`src/rtl/aes_decrypt_arbiter.sv`:
```
// aes_decrypt_arbiter: round-robin front end sharing one AES decrypt engine between two requesters.
// Define AES_DEC_ARB_TIMEOUT_EN to add an engine watchdog that aborts a job with out_err=1.
module aes_decrypt_arbiter #(
  parameter int TIMEOUT_CYCLES = 64
) (
  input  logic         clk,
  input  logic         reset_n,
  input  logic         req0_valid,
  input  logic [127:0] req0_cipher,
  input  logic [127:0] req0_key10,
  output logic         req0_ready,
  input  logic         req1_valid,
  input  logic [127:0] req1_cipher,
  input  logic [127:0] req1_key10,
  output logic         req1_ready,
  output logic [127:0] eng_cipher_text,
  output logic [127:0] eng_round_key_10,
  output logic         eng_new_en,
  input  logic         eng_ready,
  input  logic [127:0] eng_plain_text,
  output logic         out_valid,
  output logic [127:0] out_data,
  output logic         out_id,
  output logic         out_err,
  input  logic         out_ready
);
  typedef enum logic [1:0] {IDLE, START, BUSY, HOLD} state_t;
  state_t state_q, state_d;
  logic last_q, last_d, id_q, id_d, first_q, first_d, err_q, err_d;
  logic [127:0] cipher_q, cipher_d, key_q, key_d, data_q, data_d;
  logic grant, win, done, tmo;

  if (TIMEOUT_CYCLES < 1) begin : g_bad_cfg
    $error("TIMEOUT_CYCLES must be positive");
  end

  assign grant = state_q == IDLE && (req0_valid || req1_valid);
  assign win   = req0_valid && req1_valid ? ~last_q : req1_valid;
  // first_q masks a level eng_ready left over from the previous job
  assign done  = state_q == BUSY && !first_q && eng_ready;

`ifdef AES_DEC_ARB_TIMEOUT_EN
  localparam int CW = $clog2(TIMEOUT_CYCLES + 1);
  logic [CW-1:0] cnt_q, cnt_d;
  always_comb begin
    cnt_d = state_q == START ? '0 : state_q == BUSY ? cnt_q + 1'b1 : cnt_q;
  end
  assign tmo = state_q == BUSY && cnt_d == CW'(TIMEOUT_CYCLES);
  always_ff @(posedge clk or negedge reset_n) begin
    if (!reset_n) cnt_q <= '0;
    else cnt_q <= cnt_d;
  end
`else
  assign tmo = 1'b0;
`endif

  always_ff @(posedge clk or negedge reset_n) begin
    if (!reset_n) begin
      state_q  <= IDLE;
      last_q   <= 1'b1;
      id_q     <= 1'b0;
      first_q  <= 1'b0;
      err_q    <= 1'b0;
      cipher_q <= '0;
      key_q    <= '0;
      data_q   <= '0;
    end else begin
      state_q  <= state_d;
      last_q   <= last_d;
      id_q     <= id_d;
      first_q  <= first_d;
      err_q    <= err_d;
      cipher_q <= cipher_d;
      key_q    <= key_d;
      data_q   <= data_d;
    end
  end

  always_comb begin
    state_d = state_q;
    case (state_q)
      IDLE:    state_d = grant ? START : IDLE;
      START:   state_d = BUSY;
      BUSY:    state_d = done || tmo ? HOLD : BUSY;
      HOLD:    state_d = out_ready ? IDLE : HOLD;
      default: state_d = IDLE;
    endcase
  end

  // a real completion in the timeout cycle wins over the abort
  always_comb begin
    last_d   = grant ? win : last_q;
    id_d     = grant ? win : id_q;
    cipher_d = grant ? (win ? req1_cipher : req0_cipher) : cipher_q;
    key_d    = grant ? (win ? req1_key10 : req0_key10) : key_q;
    first_d  = state_q == START;
    data_d   = done ? eng_plain_text : tmo ? '0 : data_q;
    err_d    = done ? 1'b0 : tmo ? 1'b1 : err_q;
  end

  always_comb begin
    req0_ready       = reset_n && grant && !win;
    req1_ready       = reset_n && grant && win;
    eng_new_en       = state_q == START;
    eng_cipher_text  = cipher_q;
    eng_round_key_10 = key_q;
    out_valid        = state_q == HOLD;
    out_data         = data_q;
    out_id           = id_q;
    out_err          = err_q;
  end
endmodule

```
`config.mk`:
```
export PLATFORM = sky130hd
export DESIGN_NAME = aes_decrypt_arbiter
export DESIGN_NICKNAME = d
export VERILOG_FILES = /design/src/rtl/aes_decrypt_arbiter.sv
export SDC_FILE = /design/constraint.sdc
export NUM_CORES = 1
export LEC_CHECK = 0
export ABC_AREA = 1
export CORE_AREA = 2 2 402 404
export CTS_CLUSTER_SIZE = 40
export DETAILED_ROUTE_END_ITERATION = 7
export DIE_AREA = 0 0 404 406
export PLACE_DENSITY = 0.38
export SLEW_MARGIN = 10
export SYNTH_ARGS = -nofsm -noshare
export SYNTH_HDL_FRONTEND = slang
export SYNTH_SLANG_ARGS = --single-unit
```
`constraint.sdc`:
```
create_clock -name clk -period 1.2 [get_ports clk]
set_input_delay 0.12 -clock clk [delete_from_list [all_inputs] [get_ports clk]]
set_output_delay 0.12 -clock clk [all_outputs]
set_load 0.05 [all_outputs]
```
==> key figures, run 1 <==
Synthesis
  – Yosys warns: 0
  – Mean instance size in the synthesized netlist: 7.08 sq um
  – Number of instances in the synthesized netlist: 2779
  – Post-Syn Nets: 3425
  – Yosys cell types: 17
  – Share of synthesized area occupied by flip-flops and latches: 0.495
  – Flip-flop and latch count after synthesis: 389
  – Post-synth design cell area: 19700 sq um

Power and ir drop
  – Ratio of total power to cell area: 2740 nW/um^2
  – Max IR drop VDD: 1470 uV
  – Leakage: 22.4 nW

Worst setup path
  – Slowest stage delay, CP: 470 ps
  – Setup crit end kind: primary output
  – Worst Reg2Reg Path Length in Cells: 13
  – Sort of element at the start of the critical path: flop
  – Sequence of cells on the critical path: nor2_4 -> o21ai_4 -> buf_6 -> nor3_4 -> buf_12
  – Slowest cell on crit path: dfrtp_2
  – Arr. time, crit path: 1880 ps
  – Minimum setup slack among reg-to-reg paths: -750 ps
  – Worst endpoint required time: 1080 ps
  – Type of the setup path with the least slack: reg -> out
  – R2R Path End: eng_cipher_text[41]$_DFFE_PN0P_
  – Crit Path Max Fanout: 4
  – Worst R2R Start: state_q[1]$_DFF_PN0_

Worst hold path
  – HP Start: req1_valid
  – WHS Endpoint: last_q$_DFFE_PN1P_
  – Hold Crit Class: in -> reg
  – Instance count along the most critical hold path: 6

Floorplanning
  – DIE AREA: 164000 sq um
  – Number of ports placed on the die boundary: 1036
  – Area of the core region: 160000 sq um
  – Total number of placement rows: 147
  – Die Span X: 404 um
  – Starting density of the core: 0.123
  – Vertical extent of the die: 406 um

Detailed routing
  – Antenna-violating nets left: 0
  – Post-route DRC violation count: 0
  – Via count normalized by instance count: 3.78
  – Detailed-router iteration count before antenna repair: 6
  – Routed wire per std cell: 22.4 um
  – DR vias: 23600
  – Iteration-0 DRC count of the detailed router: 1335
  – Final Routed Wirelength: 140000 um

STA
  – Unrepaired setup endpoints after global routing: yes
  – Hold violation count in the final report: 0
  – Slew Viols, Final: 0
  – Slack of the critical path: -800 ps
  – Final setup violation count: 776
  – Shortest clock period the worst path allows after layout: 2000 ps
  – Highest achievable clock rate: 500 MHz
  – Worst Skew: 25.0 ps
  – Final total negative setup slack: -303790 ps
  – Final-layout worst hold slack: 19.2 ps
  – Period utilization: 1.67
  – Tightest Pin Transition: 695 ps
  – Headroom to the max-slew limit: 0.536

Placement
  – Quantity of I/O buffers inserted on ports: 1034
  – Dpl cells: 5858
  – HPWL after DPL: 102000 um
  – GP Congestion: 0.863

Outcome
  – Result of the run: complete, but fails checks
  – Violations in the final reports: negative setup slack

Clocking
  – Depth of the CTS H-tree: 2
  – CTS Buf Count: 54
  – Total clock sinks: 389
  – Number of hold buffers added after cts: 85
  – Clock slew at the register clock pins of the worst setup and hold paths: 60 ps
  – Clock latency of the later-clocked register in the worst-skew pair: 650 ps
  – Cell at the root of the clock tree: clkbuf_16
  – Max Root-Sink Buffers: 3
  – Clock tree from TritonCTS: done

Global routing
  – Number of antenna violations at the first check in global routing: 37
  – Largest net degree at the start of global routing: 64
  – Overall routing resource usage: 0.164
  – Via count of the first global-routing pass: 24600
  – First-pass GRT wire length: 192000 um
  – Congestion Overflow GR: 0

Cells and area
  – P&R area growth vs syn: 141%
  – Fill cell instance count of the final layout: 16800
  – Final non-filler cell total: 6238
  – Most frequent standard cell in the layout excluding fill and tap cells: nand2_1
  – Fraction of layout instances using a drive strength above 1: 0.341
  – Util after Layout: 0.297
  – Total number of nets in the final design: 4732
  – Commonest cells after routing, fill and taps aside: nand2_1, clkdlybuf4s50_1, inv_1

Job
  – Max capacitance violation total: 0
==> area by class of cell <==
| type | count | area (sq um) | area share |
|---|---|---|---|
| timing repair buffer | 1435 | 20200 | 0.425 |
| tap | 2086 | 2610 | 0.0550 |
| multi-input combinational | 1687 | 11000 | 0.233 |
| antenna | 22 | 55.1 | 0.00116 |
| clock inverter | 20 | 274 | 0.00577 |
| clock buffer | 80 | 1570 | 0.0330 |
| inverter | 519 | 1960 | 0.0412 |
| sequential | 389 | 9800 | 0.206 |
==> critical path: cells and delay by family, from the launching register on <==
family,cells,cell delay [ps]
compound gates,1,80
buf+inv,2,290
flops,1,470
simple gates,2,400
==> worst max-delay path by stage <==
stage	startpoint	endpoint	slack [ps]	cells after the start
4_1_cts	state_q[1]$_DFF_PN0_	req0_ready	-890	6
5_1_grt	state_q[0]$_DFF_PN0_	req0_ready	-910	5
3_5_place_dp	req0_valid	eng_round_key_10[40]$_DFFE_PN0P_	-660	7
6_report	state_q[0]$_DFF_PN0_	req0_ready	-800	5
3_3_place_gp	req0_valid	eng_round_key_10[40]$_DFFE_PN0P_	-650	7
2_1_floorplan	last_q$_DFFE_PN1P_	req0_ready	-230	5
==> power by group <==
part | total (mW) | leakage, nW | internal, mW | switching, mW
registers | 27.9 | 4.72 | 19.8 | 8.09
logic | 84.9 | 16.8 | 39.7 | 45.2
clock network | 17.1 | 0.913 | 10.1 | 7.01
==> routing by layer <==
| metal | GRT usage | part of all wire | up-vias |
|---|---|---|---|
| met5 | 0 | 0.00033 | - |
| met4 | 0.0512 | 0.029 | 6 |
| met3 | 0.0457 | 0.071 | 179 |
| met2 | 0.283 | 0.50 | 829 |
| met1 | 0.197 | 0.40 | 11500 |
| li1 | - | - | 11100 |
==> cell families (layout without fill, tap and decap cells) <==
| kind of cell | Yosys count | in the layout | synth area share |
|---|---|---|---|
| simple gates | 1684 | 1684 | 0.362 |
| buf+inv | 703 | 2054 | 0.142 |
| flops | 389 | 389 | 0.495 |
| compound gates | 2 | 2 | 0.00121 |
| other cells | 1 | 23 | 0.000191 |
==> cells in the mapped netlist <==
cell / count / share of area
conb_1: 1 / 0.00019
nand2_2: 2 / 0.00064
buf_4: 4 / 0.0015
dfstp_2: 1 / 0.0013
dfrtp_1: 388 / 0.49
nor3_1: 1 / 0.00025
nand3_1: 640 / 0.16
nor2_1: 6 / 0.0011
o21ai_4: 1 / 0.00083
o211ai_1: 1 / 0.00038
buf_2: 107 / 0.027
nand2_1: 1034 / 0.20
inv_1: 517 / 0.099
inv_2: 2 / 0.00038
nor2_2: 1 / 0.00032
buf_1: 13 / 0.0025
clkbuf_1: 60 / 0.011
==> sequential cells by signal, summed over array words and instances (netlist names) <==
name,count
eng_cipher_text,128
eng_round_key_10,128
out_id,1
last_q,1
first_q,1
state_q,2
out_data,128
==> timing repair <==
action	CTS	global route
gates resized for setup	784	170
hold endpoints to repair	474	1
endpoints found under the setup margin	776	782
cloned	57	9
pin swaps	412	198
buffers inserted	101	31
==> stage by stage <==
stage	worst slack [ps]	power (mW)	cell area (sq um)
2_1_floorplan	-229	57.1	19800
3_3_place_gp	-647	101	37600
3_5_place_dp	-656	101	37600
4_1_cts	-895	130	46500
5_1_grt	-910	136	47500
6_report	-800	130	47500
Note: power is estimated with default switching activity, not from simulation.
==> run 2: changes to the inputs <==
- GPL_ROUTABILITY_DRIVEN: not set -> 0
==> results of run 2 <==
No change in the layout: final DEF, timing and power equal those of run 1.
